===== src/rtl/mem_copy_engine.sv =====
// Word-granular DMA engine: copies LEN words SRC->DST (read-then-write per word)
// or fills LEN words at DST with a pattern, on a single combinational-read RAM port.
module mem_copy_engine #(
    parameter int MEMORY_BUS_WIDTH = 32,
    parameter int ADDR_WIDTH       = 16,
    parameter int LEN_WIDTH        = 16
) (
    input  logic                        clock,
    input  logic                        reset,
    input  logic                        start_in,
    input  logic                        op_in,
    input  logic [ADDR_WIDTH-1:0]       src_in,
    input  logic [ADDR_WIDTH-1:0]       dst_in,
    input  logic [LEN_WIDTH-1:0]        len_in,
    input  logic [MEMORY_BUS_WIDTH-1:0] pattern_in,
    input  logic                        abort_in,
    output logic                        busy_out,
    output logic                        done_out,
    output logic [LEN_WIDTH-1:0]        words_out,
    output logic                        mem_enable_out,
    output logic                        mem_wb_out,
    output logic [ADDR_WIDTH-1:0]       mem_addr_out,
    output logic [MEMORY_BUS_WIDTH-1:0] mem_data_out,
    input  logic [MEMORY_BUS_WIDTH-1:0] mem_data_in
);

    typedef enum logic [2:0] {IDLE, RD, WR, FILL, DONE} state_t;

    typedef struct packed {
        logic                        op;
        logic [ADDR_WIDTH-1:0]       src;
        logic [ADDR_WIDTH-1:0]       dst;
        logic [LEN_WIDTH-1:0]        len;
        logic [MEMORY_BUS_WIDTH-1:0] pattern;
    } req_t;

    state_t                state, state_nxt;
    req_t                  req;
    logic [MEMORY_BUS_WIDTH-1:0] data_q;
    logic [LEN_WIDTH-1:0]  words;
    logic                  last;

    // words doubles as the per-word index i; last is true on the LEN-th write
    assign last      = ((words + LEN_WIDTH'(1)) == req.len);
    assign words_out = words;

    always_ff @(posedge clock) begin
        if (!reset) begin
            state  <= IDLE;
            req    <= '0;
            data_q <= '0;
            words  <= '0;
        end else begin
            state <= state_nxt;
            case (state)
                IDLE: if (start_in) begin
                    req   <= '{op: op_in, src: src_in, dst: dst_in,
                               len: len_in, pattern: pattern_in};
                    words <= '0;
                end
                RD:       data_q <= mem_data_in;
                WR, FILL: words  <= words + LEN_WIDTH'(1);
                default: ;
            endcase
        end
    end

    always_comb begin
        state_nxt = state;
        case (state)
            IDLE: if (start_in) begin
                if (len_in == '0) state_nxt = DONE;
                else if (op_in)   state_nxt = FILL;
                else              state_nxt = RD;
            end
            // an aborted read is simply dropped; no write follows it
            RD:      state_nxt = abort_in ? DONE : WR;
            WR:      state_nxt = (abort_in || last) ? DONE : RD;
            FILL:    state_nxt = (abort_in || last) ? DONE : FILL;
            DONE:    state_nxt = IDLE;
            default: state_nxt = IDLE;
        endcase
    end

    always_comb begin
        busy_out       = 1'b0;
        done_out       = 1'b0;
        mem_enable_out = 1'b0;
        mem_wb_out     = 1'b0;
        mem_addr_out   = '0;
        mem_data_out   = '0;
        case (state)
            RD: begin
                busy_out       = 1'b1;
                mem_enable_out = 1'b1;
                mem_addr_out   = req.src + ADDR_WIDTH'(words);
            end
            WR: begin
                busy_out       = 1'b1;
                mem_enable_out = 1'b1;
                mem_wb_out     = 1'b1;
                mem_addr_out   = req.dst + ADDR_WIDTH'(words);
                mem_data_out   = data_q;
            end
            FILL: begin
                busy_out       = 1'b1;
                mem_enable_out = 1'b1;
                mem_wb_out     = 1'b1;
                mem_addr_out   = req.dst + ADDR_WIDTH'(words);
                mem_data_out   = req.pattern;
            end
            DONE:    done_out = 1'b1;
            default: ;
        endcase
    end

endmodule


===== config.mk =====
export PLATFORM = sky130hd
export DESIGN_NAME = mem_copy_engine
export DESIGN_NICKNAME = d
export VERILOG_FILES = /design/src/rtl/mem_copy_engine.sv
export SDC_FILE = /design/constraint.sdc
export NUM_CORES = 1
export LEC_CHECK = 0
export CAP_MARGIN = 5
export CORE_MARGIN = 3
export CORE_UTILIZATION = 53
export DETAILED_ROUTE_END_ITERATION = 10
export GPL_TIMING_DRIVEN = 0
export PLACE_DENSITY_LB_ADDON = 0.3
export SLEW_MARGIN = 25
export SYNTH_ARGS = -nofsm -noshare
export SYNTH_HDL_FRONTEND = slang
export SYNTH_SLANG_ARGS = --single-unit

===== constraint.sdc =====
create_clock -name clock -period 6.65 [get_ports clock]
set_clock_uncertainty 0.1 [all_clocks]
set_input_delay 1.33 -clock clock [delete_from_list [all_inputs] [get_ports clock]]
set_output_delay 1.33 -clock clock [all_outputs]
set_load 0.1 [all_outputs]

==> flow_summary.json <==
{
  "status": "completed",
  "fillers": 1014,
  "synth-edff-count": 0,
  "drive_gt1_share_pct": 4.96,
  "cts_tree": "built",
  "insertedDiodeCount": 0,
  "postCtsResizedCells": 10,
  "maxCapViolCount": 0,
  "vias": 7115,
  "final_nets": 1251,
  "ys_async_sr_fraction_pct": 0,
  "gr-usage-all-layers_pct": 29.1,
  "synth_top_family_by_area": "simple AND/OR/NAND/NOR gates",
  "syn2layout_area_growth_pct": 37.4,
  "crit_family": "buffers and inverters",
  "cts-root-buf": "clkbuf_16",
  "syn_area_sq_um": 6960,
  "critPathMaxStageDelay_ns": 0.86,
  "synth_compound_area_share_pct": 20.1,
  "grt_overflow": 0,
  "period_needed_ns": 6.36,
  "cpMaxStageDelayCell": "dlygate4sd2_1",
  "die_w_um": 121,
  "multiInputGateArea_sq_um": 4070,
  "synth_fa_ha_area_share_pct": 3.16,
  "synth_cell_types": 57,
  "leakage_nw": 3.60,
  "critPathCaptureType": "output port",
  "tightest_slew_ns": 1.06,
  "dieArea_sq_um": 14500,
  "cpMostUsedCell": "nand2_1",
  "drtPass1Iterations": 6,
  "synth-xor-area-share_pct": 3.52,
  "htree_levels": 4,
  "synth_mux_area_share_pct": 4.75,
  "max_slew_margin_pct": 29.1,
  "synth_fp_nets": 1049,
  "seq_area_sq_um": 2620,
  "post-dp-hpwl_mm": 15.6,
  "finalPower_mw": 2.57,
  "wire_per_inst_um": 16.2,
  "rows": 41,
  "port_buffers": 183,
  "ys.flop_type": "dfxtp_1",
  "yosysWarnings": 0,
  "crit_path_max_fanout": 10,
  "p_per_area_nw_per_um2": 268,
  "path_clk_slew_ns": 0.06,
  "core_sq_um": 12700,
  "yosysSeqAreaShare_pct": 37.7,
  "worst-setup-path-type": "flip-flop to output port",
  "avgSynthCellArea_sq_um": 7.61,
  "cp.required_ns": 5.22,
  "insertion_delay_ns": 0.42,
  "antenna_found_initial": 0,
  "antenna_left": 0,
  "setup_viol": 0,
  "fmax_mhz": 157,
  "clock_path_buffers": 2,
  "drtIter0Drc": 542,
  "pre_cts_slack_ns": -0.0619,
  "cp-startpoint": "state[1]",
  "vdd_ir_drop_max_v": 0.000185,
  "drc": 0,
  "grt_pass1_vias": 6897,
  "holdBufCountCts": 0,
  "post-route-period-util_pct": 95.6,
  "cts.sinks": 131,
  "final_common_cell": "nand2_1",
  "post-cts-setup-buffers": 0,
  "viasPerCell": 5.47,
  "start_util_pct": 54.7,
  "cp.buffers_inverters": 7,
  "maxSlewViolCount": 0,
  "finalHoldViolCount": 0,
  "worstReg2RegStart": "words_out[0]",
  "path_cells": "buf_2 -> nand2_1 -> inv_1 -> clkbuf_1 -> clkbuf_2 -> clkbuf_2 -> nand2_1 -> nand2_1 -> ha_1 -> inv_1 -> fa_1 -> nor2b_1 -> o31a_1 -> a211o_1 -> o31ai_1 -> xor2_1 -> nor2_1 -> dlygate4sd2_1",
  "place_congestion": 0.926,
  "final_cell_mix": "nand2_1 (299), clkdlybuf4s50_1 (176), dfxtp_1 (131)",
  "cp-start-kind": "flip-flop",
  "grt_max_degree": 17,
  "die_h_um": 121,
  "yosys.area_share.simple_pct": 26.7,
  "ys_seq_elements": 131,
  "grt_pass1_wl_mm": 33.5,
  "hold_path.class": "flip-flop to flip-flop",
  "synthCells": 915,
  "numCtsBuffers": 17,
  "pin_count": 185,
  "worstHoldStart": "data_q[29]",
  "wl_mm": 21.0,
  "setup_ws_ns": 0.293,
  "crit_arrival_ns": 4.93
}
==> per-layer routing <==
layer | up-vias | part of all wire [%] | track usage (%)
met3 | 54 | 8.1 | 7.25
li1 | 3472 | - | -
met5 | - | 0 | 0
met1 | 3285 | 41 | 36.3
met4 | 0 | 2.8 | 10.6
met2 | 304 | 48 | 48.9
==> logic make-up (layout without fill, tap and decap cells) <==
| logic type | count (synthesis) | count (layout) |
|---|---|---|
| adder cells (fa/ha/maj) | 17 | 17 |
| AO/OA/AOI/OAI | 198 | 198 |
| buffers and inverters | 71 | 285 |
| flip-flops | 131 | 131 |
| XOR/XNOR | 28 | 28 |
| multiplexers | 33 | 33 |
| AND/OR/NAND/NOR | 437 | 437 |
==> synthesized netlist by cell type (all sizes together), types with 2 or more instances <==
master | n | area, sq um
a21boi | 119 | 893
a211oi | 7 | 52.6
xnor2 | 19 | 166
nand4 | 5 | 37.5
mux2i | 33 | 330
ha | 16 | 200
a31oi | 3 | 18.8
dfxtp | 131 | 2620
a21oi | 21 | 105
o31ai | 2 | 20.0
a21o | 2 | 15.0
nor2b | 9 | 56.3
inv | 12 | 45.0
and2 | 8 | 50.1
or3 | 2 | 12.5
buf | 12 | 60.1
o211ai | 6 | 45.0
o21a | 4 | 30.0
clkbuf | 47 | 176
nand3 | 11 | 60.1
nand2 | 299 | 1120
or2 | 2 | 12.5
and4 | 3 | 28.8
nor2 | 61 | 229
o311ai | 2 | 17.5
o21ai | 23 | 115
nand2b | 5 | 31.3
nand3b | 3 | 22.5
nor3 | 14 | 86.3
xor2 | 9 | 78.8
nor4 | 6 | 37.5
and3 | 4 | 30.0
==> worst paths after layout <==
check	endpoint	slack, ns	depth (start not counted)
min reg2reg	data_q[29]	0.36	2
min	data_q[29]	0.36	2
max reg2reg	state[2]	3.73	8
max	mem_addr_out[10]	0.29	18
==> flip-flops by register name, indices dropped and copies added (netlist names) <==
| name | count |
|---|---|
| req | 80 |
| data_q | 32 |
| words_out | 16 |
| state | 3 |
==> metrics by stage <==
stage                     util (%)  hold WS, ns  std cells  cell area (sq um)  setup TNS, ns
after floorplan                  -        0.343        915               6970              0
after global placement        70.9        0.350       1270               9020       -0.00453
after detailed placement      70.9        0.357       1270               9020         -0.121
after CTS                     75.2        0.365       1301               9570              0
after global routing          75.1        0.378       1301               9560        -0.0157
final                         75.1        0.361       1301               9560              0
==> power breakdown <==
group	switching (mW)	total [mW]	internal (mW)	leakage, nW
clock	0.365	0.880	0.514	0.259
combinational	0.512	0.770	0.257	2.27
sequential	0.0475	0.917	0.870	1.07
==> layout make-up <==
class | count | share of cell area, %
plain buffers | 59 | 2.50
clock buffers | 17 | 4.45
clock inverters | 14 | 1.32
inverters | 12 | 0.471
multi-input cells | 713 | 42.5
flip-flops and latches | 131 | 27.4
well taps | 172 | 2.25
repair buffers | 183 | 19.0
==> worst register-to-register path, cell delays in order, from the launching register on <==
cell and delay (ns):
dfxtp_1 0.54, ha_1 0.30, and4_1 0.32, and2b_4 0.23
nand3_1 0.19, xnor2_1 0.23, a2111oi_2 0.49, a31oi_1 0.15
a211oi_1 0.28
Note: power is estimated with default switching activity, not from simulation.
